$ cat src/rtl/flow_vga_pkg.sv
// Shared constants and state encoding for the flow core's VGA-side raster blocks.
// Screen geometry matches the 160x120, 15-bit colour vga_adapter.
package flow_vga_pkg;

    localparam int SCREEN_W = 160;
    localparam int SCREEN_H = 120;
    localparam int COLOR_W  = 15;

    localparam int X_W = 8;
    localparam int Y_W = 7;

    typedef enum logic [1:0] {
        IDLE   = 2'd0,
        FILL   = 2'd1,
        FINISH = 2'd2
    } fill_state_t;

endpackage

$ cat src/rtl/rect_scan_counter.sv
// Nested column/row scan counter for rectangle fills: cx is the inner loop, cy the outer.
// Exposes the post-edge counter values so the caller can register the matching pixel.
module rect_scan_counter
    import flow_vga_pkg::*;
(
    input  logic           clock,
    input  logic           reset,
    input  logic           load,
    input  logic           advance,
    input  logic [X_W-1:0] w,
    input  logic [Y_W-1:0] h,
    output logic [X_W-1:0] cx_nxt,
    output logic [Y_W-1:0] cy_nxt,
    output logic           last
);

    localparam logic [X_W-1:0] ONE_X = 1;
    localparam logic [Y_W-1:0] ONE_Y = 1;

    logic [X_W-1:0] cx;
    logic [Y_W-1:0] cy;
    logic           row_end;

    assign row_end = (cx == w - ONE_X);
    assign last    = row_end && (cy == h - ONE_Y);

    always_comb begin
        cx_nxt = cx;
        cy_nxt = cy;
        if (load) begin
            cx_nxt = '0;
            cy_nxt = '0;
        end else if (advance) begin
            if (row_end) begin
                cx_nxt = '0;
                cy_nxt = cy + ONE_Y;
            end else begin
                cx_nxt = cx + ONE_X;
            end
        end
    end

    always_ff @(posedge clock) begin
        if (reset) begin
            cx <= '0;
            cy <= '0;
        end else begin
            cx <= cx_nxt;
            cy <= cy_nxt;
        end
    end

endmodule

$ cat src/rtl/flow_rect_fill.sv
// Rectangle-fill raster engine: one command per handshake, one registered pixel per clock
// in raster order toward vga_adapter, with off-screen pixels clipped (plot held low).
module flow_rect_fill
    import flow_vga_pkg::*;
#(
    parameter int SCREEN_W = flow_vga_pkg::SCREEN_W,
    parameter int SCREEN_H = flow_vga_pkg::SCREEN_H,
    parameter int COLOR_W  = flow_vga_pkg::COLOR_W
) (
    input  logic               clock,
    input  logic               reset,
    input  logic               cmd_valid,
    output logic               cmd_ready,
    input  logic [X_W-1:0]     cmd_x,
    input  logic [Y_W-1:0]     cmd_y,
    input  logic [X_W-1:0]     cmd_w,
    input  logic [Y_W-1:0]     cmd_h,
    input  logic [COLOR_W-1:0] cmd_color,
    output logic [X_W-1:0]     vga_x,
    output logic [Y_W-1:0]     vga_y,
    output logic [COLOR_W-1:0] vga_color,
    output logic               vga_plot,
    output logic               busy,
    output logic               done
);

    fill_state_t        state, state_nxt;

    logic [X_W-1:0]     lat_x, lat_w;
    logic [Y_W-1:0]     lat_y, lat_h;
    logic [COLOR_W-1:0] lat_color;

    logic [X_W-1:0]     cx_nxt;
    logic [Y_W-1:0]     cy_nxt;
    logic               last;
    logic               accept, advance, empty_cmd;

    logic [X_W:0]       px_p0;
    logic [Y_W:0]       py_p0;
    logic [COLOR_W-1:0] color_p0;
    logic               inside_p0;

    logic               ready_nxt, done_nxt, vld_nxt, load_pix;
    logic               ready_p1, done_p1, vld_p1;
    logic [X_W-1:0]     pix_x_p1;
    logic [Y_W-1:0]     pix_y_p1;
    logic [COLOR_W-1:0] color_p1;

    assign accept    = cmd_valid && ready_p1;
    assign advance   = (state == FILL) && !last;
    assign empty_cmd = (cmd_w == '0) || (cmd_h == '0);

    rect_scan_counter u_scan (
        .clock   (clock),
        .reset   (reset),
        .load    (accept),
        .advance (advance),
        .w       (lat_w),
        .h       (lat_h),
        .cx_nxt  (cx_nxt),
        .cy_nxt  (cy_nxt),
        .last    (last)
    );

    // Stage 0: position of the pixel that will be on the outputs after this edge.
    // On the accepting edge the counter loads zero, so the raw command origin is used.
    assign px_p0     = {1'b0, (accept ? cmd_x : lat_x)} + {1'b0, cx_nxt};
    assign py_p0     = {1'b0, (accept ? cmd_y : lat_y)} + {1'b0, cy_nxt};
    assign color_p0  = accept ? cmd_color : lat_color;
    assign inside_p0 = (px_p0 < (X_W+1)'(SCREEN_W)) && (py_p0 < (Y_W+1)'(SCREEN_H));

    always_comb begin
        state_nxt = state;
        ready_nxt = 1'b0;
        done_nxt  = 1'b0;
        vld_nxt   = 1'b0;
        load_pix  = 1'b0;
        unique case (state)
            IDLE: begin
                ready_nxt = 1'b1;
                if (accept) begin
                    ready_nxt = 1'b0;
                    load_pix  = 1'b1;
                    if (empty_cmd) begin
                        state_nxt = FINISH;
                        done_nxt  = 1'b1;
                    end else begin
                        state_nxt = FILL;
                        vld_nxt   = inside_p0;
                    end
                end
            end
            FILL: begin
                if (last) begin
                    state_nxt = FINISH;
                    done_nxt  = 1'b1;
                end else begin
                    load_pix = 1'b1;
                    vld_nxt  = inside_p0;
                end
            end
            FINISH: begin
                state_nxt = IDLE;
                ready_nxt = 1'b1;
            end
            default: begin
                state_nxt = IDLE;
                ready_nxt = 1'b1;
            end
        endcase
    end

    // Stage 1: registered adapter outputs; reset clears them so no stale pixel survives an abort.
    always_ff @(posedge clock) begin
        if (reset) begin
            state    <= IDLE;
            ready_p1 <= 1'b1;
            done_p1  <= 1'b0;
            vld_p1   <= 1'b0;
            pix_x_p1 <= '0;
            pix_y_p1 <= '0;
            color_p1 <= '0;
        end else begin
            state    <= state_nxt;
            ready_p1 <= ready_nxt;
            done_p1  <= done_nxt;
            vld_p1   <= vld_nxt;
            if (load_pix) begin
                pix_x_p1 <= px_p0[X_W-1:0];
                pix_y_p1 <= py_p0[Y_W-1:0];
                color_p1 <= color_p0;
            end
        end
    end

    always_ff @(posedge clock) begin
        if (accept) begin
            lat_x     <= cmd_x;
            lat_y     <= cmd_y;
            lat_w     <= cmd_w;
            lat_h     <= cmd_h;
            lat_color <= cmd_color;
        end
    end

    assign cmd_ready = ready_p1;
    assign busy      = ~ready_p1;
    assign done      = done_p1;
    assign vga_plot  = vld_p1;
    assign vga_x     = pix_x_p1;
    assign vga_y     = pix_y_p1;
    assign vga_color = color_p1;

endmodule

$ cat config.mk
export PLATFORM = sky130hd
export DESIGN_NAME = flow_rect_fill
export DESIGN_NICKNAME = d
export VERILOG_FILES = /design/src/rtl/flow_vga_pkg.sv /design/src/rtl/rect_scan_counter.sv /design/src/rtl/flow_rect_fill.sv
export SDC_FILE = /design/constraint.sdc
export NUM_CORES = 1
export LEC_CHECK = 0
export ABC_AREA = 1
export ABC_CLOCK_PERIOD_IN_PS = 6300
export CAP_MARGIN = 0
export CORE_MARGIN = 2
export CORE_UTILIZATION = 55
export CTS_CLUSTER_DIAMETER = 100
export CTS_CLUSTER_SIZE = 25
export DETAILED_ROUTE_END_ITERATION = 16
export PLACE_DENSITY_LB_ADDON = 0.2
export SYNTH_ARGS = -nofsm -noshare
export SYNTH_HDL_FRONTEND = slang
export SYNTH_SLANG_ARGS = --single-unit
$ cat constraint.sdc
create_clock -name clock -period 6.3 [get_ports clock]
set_input_delay 1.26 -clock clock [delete_from_list [all_inputs] [get_ports clock]]
set_output_delay 1.26 -clock clock [all_outputs]
set_load 0.01 [all_outputs]
## After elaboration in Yosys (flattened, before gate mapping)

Index checks and enable logic that the tools add are counted.

| storage, ports and cells | value |
|---|---|
| register bits | 95 |
| bits of input ports | 48 |
| output and inout port bits | 34 |
| logic and storage cells | 64 |

| operators by class | value |
|---|---|
| $add $sub $neg | 6 |
| $lt $le $gt $ge | 2 |
| equality and inequality tests | 5 |
| mux-type cells | 26 |
| bitwise gates (word level) | 1 |
| reduce and logical (&&, ||, !) cells | 10 |

Operators by type and width:

| operator | number |
|---|---|
| $mux W8 | 4 |
| $mux W7 | 4 |
| $mux W15 | 1 |
| $add A8 B8 Y9 | 1 |
| $lt A9 B8 Y1 const B | 1 |
| $mux W1 | 9 |
| $add A7 B7 Y8 | 1 |
| $add A8 B1 Y8 const B | 1 |
| $eq A8 B8 Y1 | 1 |
| $logic_not A8 Y1 | 1 |
| $lt A8 B7 Y1 const B | 1 |
| $pmux W1 S2 | 4 |
| $sub A8 B1 Y8 const B | 1 |
| $add A7 B1 Y7 const B | 1 |
| $eq A7 B7 Y1 | 1 |
| $logic_not A7 Y1 | 1 |
| $sub A7 B1 Y7 const B | 1 |
| $mux W2 | 3 |
| $logic_and A1 B1 Y1 | 4 |
| $ne A2 B2 Y1 const B | 2 |
| $pmux W2 S2 | 1 |
| $eq A2 B1 Y1 const B | 1 |
| $logic_not A2 Y1 | 1 |
| $reduce_and A2 Y1 | 1 |
| other kinds (3) | 3 |

## Logic depth before layout (Yosys ltp)

Gate-level depths: netlist of the first run.

| depth | value |
|---|---|
| depth in word-level cells | 13 |
| depth in mapped cells | 29 |
| depth with buffers taken out | 28 |

## By module

A second synthesis of the first run with hierarchy kept.

| unflattened totals | value |
|---|---|
| cell total of the unflattened synthesis | 647 |
| area, all modules | 4,807.1 um^2 |

Modules (own cells, without submodules):

| module | times used | cells an instance | area an instance (um^2) | seq. area each (um^2) |
|---|---|---|---|---|
| flow_rect_fill | 1 | 423 | 3,399.5 | 1,751.7 |
| rect_scan_counter | 1 | 224 | 1,407.6 | 300.3 |

## Worst setup path before layout of the first run

No wires, ideal clock.

| timing | value |
|---|---|
| path type | input port to flip-flop |
| start point | in cmd_valid |
| end point | reg vld_p1 (netlist: vga_plot) |
| library setup time | 64 ps |
| arrival | 4,122 ps |
| slack | 2,114 ps |
| stages | 20 |
| path buffers | 3 |
| path through | nand2_1 > clkbuf_1 > inv_1 > clkbuf_1 > buf_1 > nand2_1 > nand2_1 > ha_1 > inv_1 > fa_1 > nand3b_1 > nand2_1 > nand2_1 > a21oi_1 > nor2_1 > nand2_1 > nand2_1 > nand3_1 > nand3_1 > nor2_1 |

| between the ends | value |
|---|---|
| word-level cells in the longest chain between the ends | 8 |

Ends and longest elaborated chain:

| item | line | RTL |
|---|---|---|
| start, declared | flow_rect_fill.sv:12 | `input logic cmd_valid,` |
| $logic_and A1 B1 Y1 (*) | flow_rect_fill.sv:49 | `assign accept = cmd_valid && ready_p1;` |
| net accept | flow_rect_fill.sv:36 | `logic accept, advance, empty_cmd;` |
| $mux W8 (tied with other cells) | - |  |
| $add A8 B8 Y9 / $add A7 B7 Y8 (equally long branches) | flow_rect_fill.sv:67, flow_rect_fill.sv:68 |  |
| $lt A9 B8 Y1 / $lt A8 B7 Y1 (equally long branches) | flow_rect_fill.sv:70 | `assign inside_p0 = (px_p0 < (X_W+1)'(SCREEN_W)) && (py_p0 < (Y_W+1)'(SCREEN_H));` |
| $logic_and A1 B1 Y1 | flow_rect_fill.sv:70 |  |
| $mux W1 | flow_rect_fill.sv:84 | `if (empty_cmd) begin` |
| $mux W1 | flow_rect_fill.sv:81 | `if (accept) begin` |
| $pmux W1 S2 (*) | flow_rect_fill.sv:78 | `unique case (state)` |
| end signal, assigned | flow_rect_fill.sv:127 | `vld_p1 <= vld_nxt;` |
| end, declared | flow_rect_fill.sv:44 | `logic ready_p1, done_p1, vld_p1;` |

Mark *: on every way through the listed nets, which the timed path passes. The rest lies on a longest branch.
A chain may end at the register's enable or synchronous reset.

## Final worst setup path of the first run

| timing | value |
|---|---|
| start point | reg lat_w[0] |
| end point | reg pix_x_p1[5] (netlist: vga_x[5]) |

| between the ends | value |
|---|---|
| word-level cells in the longest chain between the ends | 8 |

Ends and longest elaborated chain:

| item | line | RTL |
|---|---|---|
| start, declared | flow_rect_fill.sv:29 | `logic [X_W-1:0] lat_x, lat_w;` |
| start signal, assigned | flow_rect_fill.sv:140 | `lat_w <= cmd_w;` |
| $sub A8 B1 Y8 (*) | rect_scan_counter.sv:24 | `assign row_end = (cx == w - ONE_X);` |
| $eq A8 B8 Y1 (*) | rect_scan_counter.sv:24 |  |
| $logic_and A1 B1 Y1 | rect_scan_counter.sv:25 | `assign last = row_end && (cy == h - ONE_Y);` |
| $logic_not A1 Y1 | flow_rect_fill.sv:50 | `assign advance = (state == FILL) && !last;` |
| $logic_and A1 B1 Y1 | flow_rect_fill.sv:50 |  |
| $mux W8 (*) | rect_scan_counter.sv:33 | `end else if (advance) begin` |
| $mux W8 (*) | rect_scan_counter.sv:30 | `if (load) begin` |
| net cx_nxt[2] | flow_rect_fill.sv:33 | `logic [X_W-1:0] cx_nxt;` |
| $add A8 B8 Y9 (*) | flow_rect_fill.sv:67 | `assign px_p0 = {1'b0, (accept ? cmd_x : lat_x)} + {1'b0, cx_nxt};` |
| end signal, assigned | flow_rect_fill.sv:129 | `pix_x_p1 <= px_p0[X_W-1:0];` |
| end, declared | flow_rect_fill.sv:45 | `logic [X_W-1:0] pix_x_p1;` |

Marked as above.

==> results of run 1 <==
-- logic make-up (layout without fill, tap and decap cells) --
group           Yosys count  in the layout  synth area share
simple gates            440            440             0.349
buf+inv                 142            212             0.113
flops                    95             95             0.384
compound gates           53             53            0.0648
xor+xnor                 23             23            0.0377
fa+ha+maj                21             21            0.0519
-- routing by layer --
layer  part of all wire  vias to the layer above
met1               0.44                     2260
met4              0.012                        0
li1                   -                     2537
met5                  0                        -
met2               0.51                      113
met3              0.037                       13
-- synth_stat cells, types with 2 or more instances --
library cell,count
nand2_1,246
inv_1,106
nand3_1,95
dfxtp_1,80
nor2_1,72
ha_1,19
a21oi_1,18
a21oi_2,16
edfxtp_1,15
xor2_1,15
clkbuf_1,11
o21ai_0,9
buf_2,8
xnor2_1,8
a21boi_0,6
buf_1,6
nor3_1,5
inv_2,4
nand4_1,4
or2_2,4
nand2_4,3
nor2_2,3
nor4_1,3
buf_12,2
buf_6,2
fa_1,2
nor2_4,2
-- worst paths after layout --
check                   to          start  slack, ns
max               vga_x[5]       lat_w[0]       1.99
min          lat_color[13]  lat_color[13]       0.47
max reg2reg       vga_x[5]       lat_w[0]       1.99
min reg2reg  lat_color[13]  lat_color[13]       0.47
-- area by class of cell --
type	instances	area, µm²
inverters	112	425
clock buffers	9	124
multi-input cells	537	2690
fillers	832	2980
clock inverters	7	60.1
well taps	129	161
repair buffers	84	833
flip-flops and latches	95	2050
-- worst register-to-register path, delay by kind of cell, from the launching register on --
kind            cells  cell delay [ns]
buf+inv             3             0.29
compound gates      2             0.39
fa+ha+maj           2             0.60
xor+xnor            1             0.16
simple gates       17             2.35
flops               1             0.43
-- stage by stage --
stage,cells,util,hold WS [ns]
6_report,973,0.680,0.470
5_1_grt,973,0.680,0.490
4_1_cts,973,0.680,0.468
3_5_place_dp,957,0.661,0.438
3_3_place_gp,957,0.661,0.439
2_1_floorplan,774,-,0.423
-- registers in the layout (all words and copies together), names as in the netlist, 7 cells and up --
signal,flops
lat_w,8
vga_color,15
lat_x,8
lat_y,7
vga_x,8
u_scan.cx,8
vga_y,7
u_scan.cy,7
lat_h,7
lat_color,15
-- layout by cell type (no fill, tap or decap), drive strengths merged, types with 9 or more instances in the layout --
| cell type | netlist | layout |
|---|---|---|
| dfxtp | 80 | 80 |
| nand3 | 95 | 95 |
| inv | 110 | 116 |
| clkbuf | 11 | 9 |
| xor2 | 15 | 15 |
| edfxtp | 15 | 15 |
| nor2 | 77 | 77 |
| nand2 | 250 | 250 |
| o21ai | 10 | 10 |
| clkdlybuf4s50 | 0 | 81 |
| ha | 19 | 19 |
| a21oi | 34 | 34 |
-- report_power, final --
group | leakage (nW) | internal [W] | switching [W] | total (W)
Sequential | 0.808 | 0.000697 | 0.0000407 | 0.000738
Clock | 0.0984 | 0.000152 | 0.000235 | 0.000387
Combinational | 2.30 | 0.000226 | 0.000287 | 0.000513
Total | 3.20 | 0.00107 | 0.000562 | 0.00164
==> impl_summary.log, run 1 <==
[metrics] Critical Path Stages: 25
[metrics] CTS HTree Levels: 3
[metrics] area growth from synthesis to layout: 18.6%
[metrics] Core Area: between 9000 and 10000 µm²
[metrics] Data arrival, critical path: 4.57 ns
[metrics] total of hold buffers inserted after clock tree synthesis: 0
[metrics] met2 Use GR: 0.429
[metrics] post-cts sizing count: 0
[metrics] initial antenna violation count: 0
[metrics] share of final-layout standard cells stronger than drive strength 1: 0.0652
[metrics] number of diodes: 0
[metrics] post-synth design cell area: 5350 µm²
[metrics] unrepaired setup endpoints after global routing: no
[metrics] final instance area: around 6300 µm²
[metrics] clock transition time at the flip-flop clock pins of the worst setup and hold paths: ~0.11 ns
[metrics] PnR worst setup slack: roughly 2 ns
[metrics] max-slew headroom at the worst pin: 0.259
[metrics] cell area reported after detailed placement: between 6000 and 7000 µm²
[metrics] Primary FF master, synth: dfxtp_1
[metrics] IO Pins: slightly above 80
[metrics] Hold/Removal Path Class: register to register
[metrics] hold violation count in the final report: 0
[metrics] Std-Cell Rows: 35
[metrics] post-route DRC violation count: 0
[metrics] met1 track utilization from global routing: 0.284
[metrics] standard cell with the maximum stage delay on the critical path: nand2_4
[metrics] final setup TNS: 0 ns
[metrics] type of origin of the critical path: register
[metrics] first-iteration detailed-routing DRC count: ~210
[metrics] synth unique cells: 37
[metrics] WP data required: around 6.6 ns
[metrics] critical path peak fanout: 76
[metrics] slowest cell delay on critical path: about 0.65 ns
[metrics] DIE HEIGHT: roughly 100 µm
[metrics] Worst Tran Pin Value: ~1.1 ns
[metrics] minimum setup slack after placement: roughly 1.7 ns
[metrics] Worst Clk Skew: between 0.015 and 0.02 ns
[metrics] fraction of the yosys area taken by sequential cells: 0.384
[metrics] Final nets: 908
[metrics] YS warnings: 0
[metrics] number of buffers on the longest clock path: 2
[metrics] antenna violation net count after detailed routing: 0
[metrics] global-route track usage on met3: 0.0339
[metrics] wire length of the first global-routing pass: 19800 µm
[metrics] clock buffers created by TritonCTS: 9
[metrics] average footprint of a synthesized cell: roughly 6.9 µm²
[metrics] pwr/cell area: 258 nW/µm²
[metrics] status: finished, final reports clean
[metrics] global routing usage summed across all routing layers: 0.233
[metrics] CTS tree: built
[metrics] effective utilization at floorplan: 0.573
[metrics] post-route minimum period: between 4 and 5 ns
[metrics] number of standard cells after synthesis: 774
[metrics] cell types with the largest area share after synthesis: dfxtp_1 (30%), nand2_1 (17%), nand3_1 (8.9%), edfxtp_1 (8.4%), inv_1 (7.4%)
[metrics] overall overflow remaining after global route: 0
[metrics] max-cap violation count: 0
[metrics] total die area: roughly 11000 µm²
[metrics] Routed WL per cell: 12.2 µm
[metrics] biggest area consumer among synthesized cells: dfxtp_1
[metrics] Total Power: ~0.0016 W
[metrics] clock root buffer: clkbuf_8
[metrics] Final Setup Violations: 0
[metrics] pin count of the biggest net entering global routing: 77
[metrics] die extent in x: 103 µm
[metrics] top cell type's share of synthesized area: 0.299
[metrics] clock insertion delay at the later pin of the skew report: around 0.37 ns
[metrics] count of input and output buffers: 81
[metrics] number of enable-type register cells in the synthesized netlist: 15
[metrics] number of search-and-repair iterations in the first detailed-routing pass: 5
[metrics] Most Crowded Layer GR: met2
[metrics] Detailed Route WL: 11900 µm
[metrics] Max Clock Freq: approximately 230 MHz
[metrics] HPWL after detailed placement: 8690 µm
[metrics] via count of the first global-routing pass: approximately 4600
[metrics] final period utilization: 0.685
[metrics] buffer count from post-CTS setup fixing: 0
[metrics] classification of the worst setup path: register to register
[metrics] cell depth of the worst min-delay path: 2
[metrics] CP delay by family, top: simple AND/OR/NAND/NOR gates
[metrics] RePlAce Congestion: approximately 0.87
[metrics] CP Capture Type: register
[metrics] reg2reg path depth: 25
[metrics] number of register bits inferred by synthesis: 95
[metrics] WP buf/inv: 3
[metrics] vias after detailed routing: around 5000
[metrics] number of sinks driven by the clock tree: between 90 and 100
[metrics] Async SR Flop Fraction: 0
[metrics] most prevalent standard cell on the critical path: nand2_1
[metrics] standby leakage power: 3.20 nW
[metrics] Final Max Slew Viols: 0
[metrics] via density per instance: 5.06
[metrics] maximum VDD drop: approximately 0.15 mV
[metrics] net count after synthesis: approximately 840
(Power assumes the default switching activity.)
==> inputs of run 2 (changes only) <==
ABC_CLOCK_PERIOD_IN_PS = 4100   (was 6300)
clock period = 4.1 ns   (was 6.3 ns; I/O delays follow)
==> run 2 against run 1 <==
  * Register-to-register slack lost 1.6 ns
  * Clock-buffer cell count is the same
  * Via count grew 1.0%
  * Flip-flop and latch count is the same
  * Maximum frequency grew 18%
  * Critical path type unchanged
==> impl_summary.log, run 2 (synthesized netlist as in run 1, its figures left out) <==
[metrics] wire length of the first global-routing pass: 20200 µm (+1.9%)
[metrics] vias after detailed routing: 4974 (+1.0%)
[metrics] Final nets: 915 (+0.77%)
[metrics] Final Max Slew Viols: 0 (unchanged)
[metrics] clock root buffer: clkbuf_8
[metrics] type of origin of the critical path: register
[metrics] total of hold buffers inserted after clock tree synthesis: 0 (unchanged)
[metrics] Std-Cell Rows: 35 (unchanged)
[metrics] status: finished, final reports clean
[metrics] area growth from synthesis to layout: 20.3%
[metrics] CTS HTree Levels: 3 (unchanged)
[metrics] Hold/Removal Path Class: register to register
[metrics] number of buffers on the longest clock path: 2 (unchanged)
[metrics] RePlAce Congestion: 0.862 (-0.92%)
[metrics] total die area: 10500 µm² (unchanged)
[metrics] overall overflow remaining after global route: 0 (unchanged)
[metrics] max-cap violation count: 0 (unchanged)
[metrics] Worst Tran Pin Value: 0.982 ns (-0.128 ns)
[metrics] DIE HEIGHT: 103 µm (unchanged)
[metrics] minimum setup slack after placement: 0.347 ns (-1.37 ns)
[metrics] post-cts sizing count: 0 (unchanged)
[metrics] worst reg-to-reg setup slack: 0.44 ns (-1.55 ns)
[metrics] start of the worst register-to-register path: lat_h[0]
[metrics] Total Power: 0.00261 W (+60%)
[metrics] IO Pins: 82 (unchanged)
[metrics] WP data required: 4.37 ns (-2.18 ns)
[metrics] final non-filler cell total: 980 (+0.72%)
[metrics] number of search-and-repair iterations in the first detailed-routing pass: 5 (unchanged)
[metrics] share of final-layout standard cells stronger than drive strength 1: 0.0729 (+0.00769)
[metrics] CP Capture Type: register
[metrics] hold violation count in the final report: 0 (unchanged)
[metrics] critical path peak fanout: 64 (-16%)
[metrics] instance count after placement with tap cells included: 962 (+0.52%)
[metrics] Routed WL per cell: 12.2 µm (+0.11%)
[metrics] RR Endpoint: vga_plot
[metrics] via count of the first global-routing pass: 4659 (+0.67%)
[metrics] final setup TNS: 0 ns (unchanged)
[metrics] antenna violation net count after detailed routing: 0 (unchanged)
[metrics] reg2reg path depth: 22 (-12%)
[metrics] maximum VDD drop: 0.228 mV (+56%)
[metrics] number of sinks driven by the clock tree: 95 (unchanged)
[metrics] pwr/cell area: 406 nW/µm² (+57%)
[metrics] final period utilization: 0.894 (+0.209)
[metrics] effective utilization at floorplan: 0.573 (unchanged)
[metrics] global routing usage summed across all routing layers: 0.238 (+0.00524)
[metrics] source of the critical timing path: lat_h[0]
[metrics] most used cells in the layout excluding fill and tap cells: nand2_1 (246), inv_1 (106), nand3_1 (95), clkdlybuf4s50_1 (81), dfxtp_1 (80)
[metrics] via density per instance: 5.08 (+0.31%)
[metrics] HPWL after detailed placement: 8930 µm (+2.8%)
[metrics] Data arrival, critical path: 3.93 ns (-0.64 ns)
[metrics] first-iteration detailed-routing DRC count: 231 (+11%)
[metrics] Worst Setup EP: vga_plot
[metrics] most common library cell in the layout ignoring fill and taps: nand2_1
[metrics] number of diodes: 0 (unchanged)
[metrics] post-route minimum period: 3.66 ns (-0.649 ns)
[metrics] clock buffers created by TritonCTS: 9 (unchanged)
[metrics] clock insertion delay at the later pin of the skew report: 0.38 ns (about the same)
[metrics] CTS tree: built
[metrics] pin count of the biggest net entering global routing: 65 (-16%)
[metrics] Max Clock Freq: 273 MHz (+18%)
[metrics] count of input and output buffers: 81 (unchanged)
[metrics] standby leakage power: 3.25 nW (+1.5%)
[metrics] Final Setup Violations: 0 (unchanged)
[metrics] classification of the worst setup path: register to register
[metrics] die extent in x: 103 µm (unchanged)
[metrics] post-route DRC violation count: 0 (unchanged)
[metrics] Core Area: 9330 µm² (unchanged)
[metrics] unrepaired setup endpoints after global routing: no
[metrics] initial antenna violation count: 0 (unchanged)
[metrics] Detailed Route WL: 12000 µm (+0.83%)
[metrics] clock transition time at the flip-flop clock pins of the worst setup and hold paths: 0.10 ns (about the same)
[metrics] max-slew headroom at the worst pin: 0.345 (+0.0855)
[metrics] Worst Clk Skew: 0.0168 ns (-0.00271 ns)
[metrics] PnR worst setup slack: 0.436 ns (-1.55 ns)
==> run 2: final cells by class <==
cell class / instances / area [µm²]
fillers: 800 / 2890
clock inverters: 7 / 97.6
repair buffers: 91 / 886
well taps: 129 / 161
flip-flops and latches: 95 / 2050
multi-input cells: 537 / 2690
inverters: 112 / 425
clock buffers: 9 / 124
==> run 2: stage by stage <==
stage | util | instance area [µm²] | hold slack (ns)
final | 0.690 | 6440 | 0.466
after global routing | 0.690 | 6440 | 0.480
after CTS | 0.688 | 6420 | 0.469
after detailed placement | 0.665 | 6200 | 0.443
after global placement | 0.665 | 6200 | 0.437
after floorplan | - | 5350 | 0.423
==> run 2: metal layers <==
layer,global-route usage,wire [µm]
met2,0.412,5780
met5,0,0
met3,0.0461,513
met4,0.0800,269
met1,0.299,5420
==> run 2: worst min path at each step <==
stage	endpoint	from	cells past startpoint	slack, ns
floorplan	lat_color[13]	lat_color[13]	2	0.42
global placement	lat_color[13]	lat_color[13]	2	0.44
detailed placement	lat_y[6]	lat_y[6]	2	0.44
CTS	lat_y[6]	lat_y[6]	2	0.47
global route	lat_color[13]	lat_color[13]	2	0.48
finish	lat_x[4]	lat_x[4]	2	0.47
==> run 2: report_power, final <==
part	switching [W]	internal [W]	total, W
clock	0.000379	0.000303	0.000682
sequential	0.0000624	0.00107	0.00113
combinational	0.000445	0.000351	0.000796
==> run 2: worst max-delay path, cell delays in order (launching register included) <==
cell and delay (ns):
edfxtp_1 0.45, inv_2 0.11, ha_1 0.26, inv_1 0.07
nand2_1 0.08, nand2_1 0.06, nand2_1 0.07, nand3_1 0.08
nor2_1 0.10, nand3_1 0.07, nor2_1 0.22, nand2_4 0.17
nand2_4 0.18, buf_4 0.58, nand2_1 0.10, nand3_1 0.12
inv_1 0.05, ha_1 0.31, o21bai_1 0.16, nand2_1 0.09
nand3_1 0.09, nand3_1 0.07, nor2_1 0.04
==> run 2: timing repair <==
item | 4_1_cts | 5_1_grt
setup endpoints to repair | 0 | 2
setup buffers | 0 | 2
endpoints found under the hold margin | 0 | 0
==> inputs of run 3 (changes only) <==
CORE_ASPECT_RATIO = 2   (was default)
CORE_MARGIN = default   (was 2)
==> run 3 against run 2 <==
  * Via count up 0.90%
  * Maximum frequency is 1.1% lower
  * Clock-buffer cell count rose by 3
  * Setup slack lost 0.042 ns
  * Hold slack got worse by 0.0080 ns
  * Clock skew down 0.011 ns
  * Global-route usage is 1.5 points higher
  * Critical path depth up 3
  * Register-to-register slack lost 0.04 ns
  * Final cell count fell by 2.7%
  * Flip-flop and latch count unchanged
  * Die area fell by 3.6%
  * Critical path type unchanged
  * Largest cell class unchanged
  * Highest routed layer unchanged
==> impl_summary.log, run 3 (synthesized netlist as in run 1, its figures left out) <==
[metrics] status: finished, final reports clean
[metrics] number of buffers on the longest clock path: 2 (unchanged)
[metrics] Max Clock Freq: 270 MHz (-1.1%)
[metrics] Std-Cell Rows: 50 (+43%)
[metrics] maximum VDD drop: 0.339 mV (+49%)
[metrics] Switching Fraction: 0.316 (-0.0232)
[metrics] WP data required: 4.38 ns (about the same)
[metrics] portion of total power attributed to combinational logic: 0.297 (-0.008)
[metrics] Worst Clk Skew: 0.00551 ns (-0.0113 ns)
[metrics] final setup TNS: 0 ns (unchanged)
[metrics] final non-filler cell total: 954 (-2.7%)
[metrics] total die area: 10100 µm² (-3.6%)
[metrics] pwr/cell area: 420 nW/µm² (+3.5%)
[metrics] start of the worst register-to-register path: lat_h[0]
[metrics] reg2reg path depth: 25 (+14%)
[metrics] post-route DRC violation count: 0 (unchanged)
[metrics] standby leakage power: 3.27 nW (+0.51%)
[metrics] CP Capture Type: register
[metrics] global routing usage summed across all routing layers: 0.254 (+0.0154)
[metrics] instance count after placement with tap cells included: 938 (-2.5%)
[metrics] Final Max Slew Viols: 0 (unchanged)
[metrics] first-iteration detailed-routing DRC count: 247 (+6.9%)
[metrics] CTS HTree Levels: 3 (unchanged)
[metrics] cell depth of the worst min-delay path: 2 (unchanged)
[metrics] type of origin of the critical path: register
[metrics] Detailed Route WL: 12200 µm (+1.7%)
[metrics] most used cells in the layout excluding fill and tap cells: nand2_1 (246), inv_1 (106), nand3_1 (95), clkdlybuf4s50_1 (81), dfxtp_1 (80)
[metrics] Final nets: 914 (-0.11%)
[metrics] final period utilization: 0.904 (+0.0102)
[metrics] DIE HEIGHT: 141 µm (+38%)
[metrics] cell-internal power: 0.00186 W (+7.6%)
[metrics] net switching power: 0.000859 W (-3.1%)
[metrics] Hold/Removal Path Class: register to register
[metrics] area growth from synthesis to layout: 20.9%
[metrics] most common library cell in the layout ignoring fill and taps: nand2_1
[metrics] antenna violation net count after detailed routing: 0 (unchanged)
[metrics] buffer count from post-CTS setup fixing: 0 (unchanged)
[metrics] area used by multi-input combinational logic: 2690 µm² (unchanged)
[metrics] Final Setup Violations: 0 (unchanged)
[metrics] source of the critical timing path: lat_h[0]
[metrics] clock root buffer: clkbuf_16
[metrics] minimum setup slack after placement: 0.456 ns (+0.108 ns)
[metrics] die extent in x: 71.7 µm (-30%)
[metrics] startpoint of the lowest-slack hold path: lat_x[7]
[metrics] RePlAce Congestion: 0.928 (+7.7%)
[metrics] initial antenna violation count: 0 (unchanged)
[metrics] clock transition time at the flip-flop clock pins of the worst setup and hold paths: 0.06 ns (-0.04 ns)
[metrics] post-route minimum period: 3.71 ns (+0.0417 ns)
[metrics] pin count of the biggest net entering global routing: 63 (-3.1%)
[metrics] clock buffers created by TritonCTS: 9 (unchanged)
[metrics] Worst Tran Pin Value: 0.780 ns (-0.202 ns)
[metrics] Clk network pwr share: 0.285 (+0.024)
[metrics] part of the power in registers: 0.418 (-0.016)
[metrics] effective utilization at floorplan: 0.570 (-0.00344)
[metrics] max-slew headroom at the worst pin: 0.478 (+0.133)
[metrics] number of sinks driven by the clock tree: 95 (unchanged)
[metrics] hold violation count in the final report: 0 (unchanged)
[metrics] worst reg-to-reg setup slack: 0.39 ns (-0.04 ns)
[metrics] via density per instance: 5.26 (+3.7%)
[metrics] clock insertion delay at the later pin of the skew report: 0.34 ns (-0.04 ns)
[metrics] overall overflow remaining after global route: 0 (unchanged)
[metrics] critical path peak fanout: 14 (-78%)
[metrics] number of search-and-repair iterations in the first detailed-routing pass: 5 (unchanged)
[metrics] Storage cell area: 2050 µm² (unchanged)
[metrics] endpoint of the worst hold path: lat_x[7]
[metrics] classification of the worst setup path: register to register
[metrics] total of hold buffers inserted after clock tree synthesis: 0 (unchanged)
[metrics] wire length of the first global-routing pass: 20600 µm (+2.0%)
[metrics] PnR worst setup slack: 0.394 ns (-0.0417 ns)
[metrics] post-cts sizing count: 0 (unchanged)
[metrics] vias after detailed routing: 5019 (+0.90%)
[metrics] HPWL after detailed placement: 9180 µm (+2.9%)
[metrics] CTS tree: built
[metrics] Fill cells: 797 (-0.38%)
[metrics] Routed WL per cell: 12.8 µm (+4.5%)
[metrics] count of input and output buffers: 81 (unchanged)
[metrics] number of diodes: 0 (unchanged)
[metrics] via count of the first global-routing pass: 4904 (+5.3%)
[metrics] IO Pins: 82 (unchanged)
[metrics] share of final-layout standard cells stronger than drive strength 1: 0.0694 (-0.00344)
[metrics] RR Endpoint: vga_plot
[metrics] max-cap violation count: 0 (unchanged)
[metrics] Data arrival, critical path: 3.98 ns (+0.05 ns)
[metrics] unrepaired setup endpoints after global routing: no
[metrics] Core Area: 9380 µm² (+0.60%)
[metrics] WHS: 0.458 ns (-0.00804 ns)
-- run 3: changes by cell type in the layout (fill, tap and decap cells not counted), moves of 2 or more --
cell / delta
buf_4: -2
inv_8: -3
clkbuf_16: +9
clkbuf_1: +2
clkbuf_8: -8
clkinvlp_4: +2
-- run 3: stage by stage --
step	instance area (µm²)	util	power [W]
3_3_place_gp	6190	0.659	0.00193
2_1_floorplan	5350	-	0.00169
6_report	6460	0.689	0.00272
3_5_place_dp	6190	0.659	0.00196
4_1_cts	6460	0.689	0.00273
5_1_grt	6460	0.689	0.00288
-- run 3: worst max path at each step --
stage / end / slack [ns] / cells past startpoint
after floorplan: vga_plot / 0.35 / 20
after global placement: vga_x[6] / 0.57 / 15
after detailed placement: vga_plot / 0.46 / 25
after CTS: vga_plot / 0.44 / 25
after global routing: vga_plot / 0.05 / 28
final: vga_plot / 0.39 / 25
-- run 3: metal layers --
metal / track usage / vias up / routed length, µm
met5: 0 / - / 0
li1: - / 2548 / -
met1: 0.260 / 2267 / 4590
met2: 0.453 / 151 / 6380
met4: 0.158 / 0 / 597
met3: 0.0582 / 53 / 621
-- run 3: critical path: stages, from the launching register on --
cell,delay (ns)
edfxtp_1,0.45
inv_2,0.11
ha_1,0.26
inv_1,0.06
nand2_1,0.08
nand2_1,0.06
nand2_1,0.07
nand3_1,0.08
nor2_1,0.09
nand3_1,0.07
nor2_1,0.28
nand2_4,0.18
nand3_1,0.12
nand3_1,0.15
inv_1,0.10
ha_1,0.18
inv_1,0.06
fa_1,0.40
inv_1,0.10
nand4_1,0.10
nand3_1,0.14
xor2_1,0.20
nand2_1,0.08
nand2_1,0.06
nand3_1,0.07
nor2_1,0.09
-- run 3: power groups by stage --
stage	logic, W	registers (W)	clock network [W]
6_report	0.000805	0.00114	0.000774
5_1_grt	0.000907	0.00115	0.000820
4_1_cts	0.000808	0.00114	0.000785
3_5_place_dp	0.000800	0.00116	0
3_3_place_gp	0.000782	0.00115	0
2_1_floorplan	0.000520	0.00117	0
-- run 3: area by class of cell --
type / count / area share
multi-input cells: 537 / 0.416
flip-flops and latches: 95 / 0.317
repair buffers: 90 / 0.138
inverters: 112 / 0.0658
clock buffers: 12 / 0.0381
well taps: 104 / 0.0201
clock inverters: 4 / 0.00464
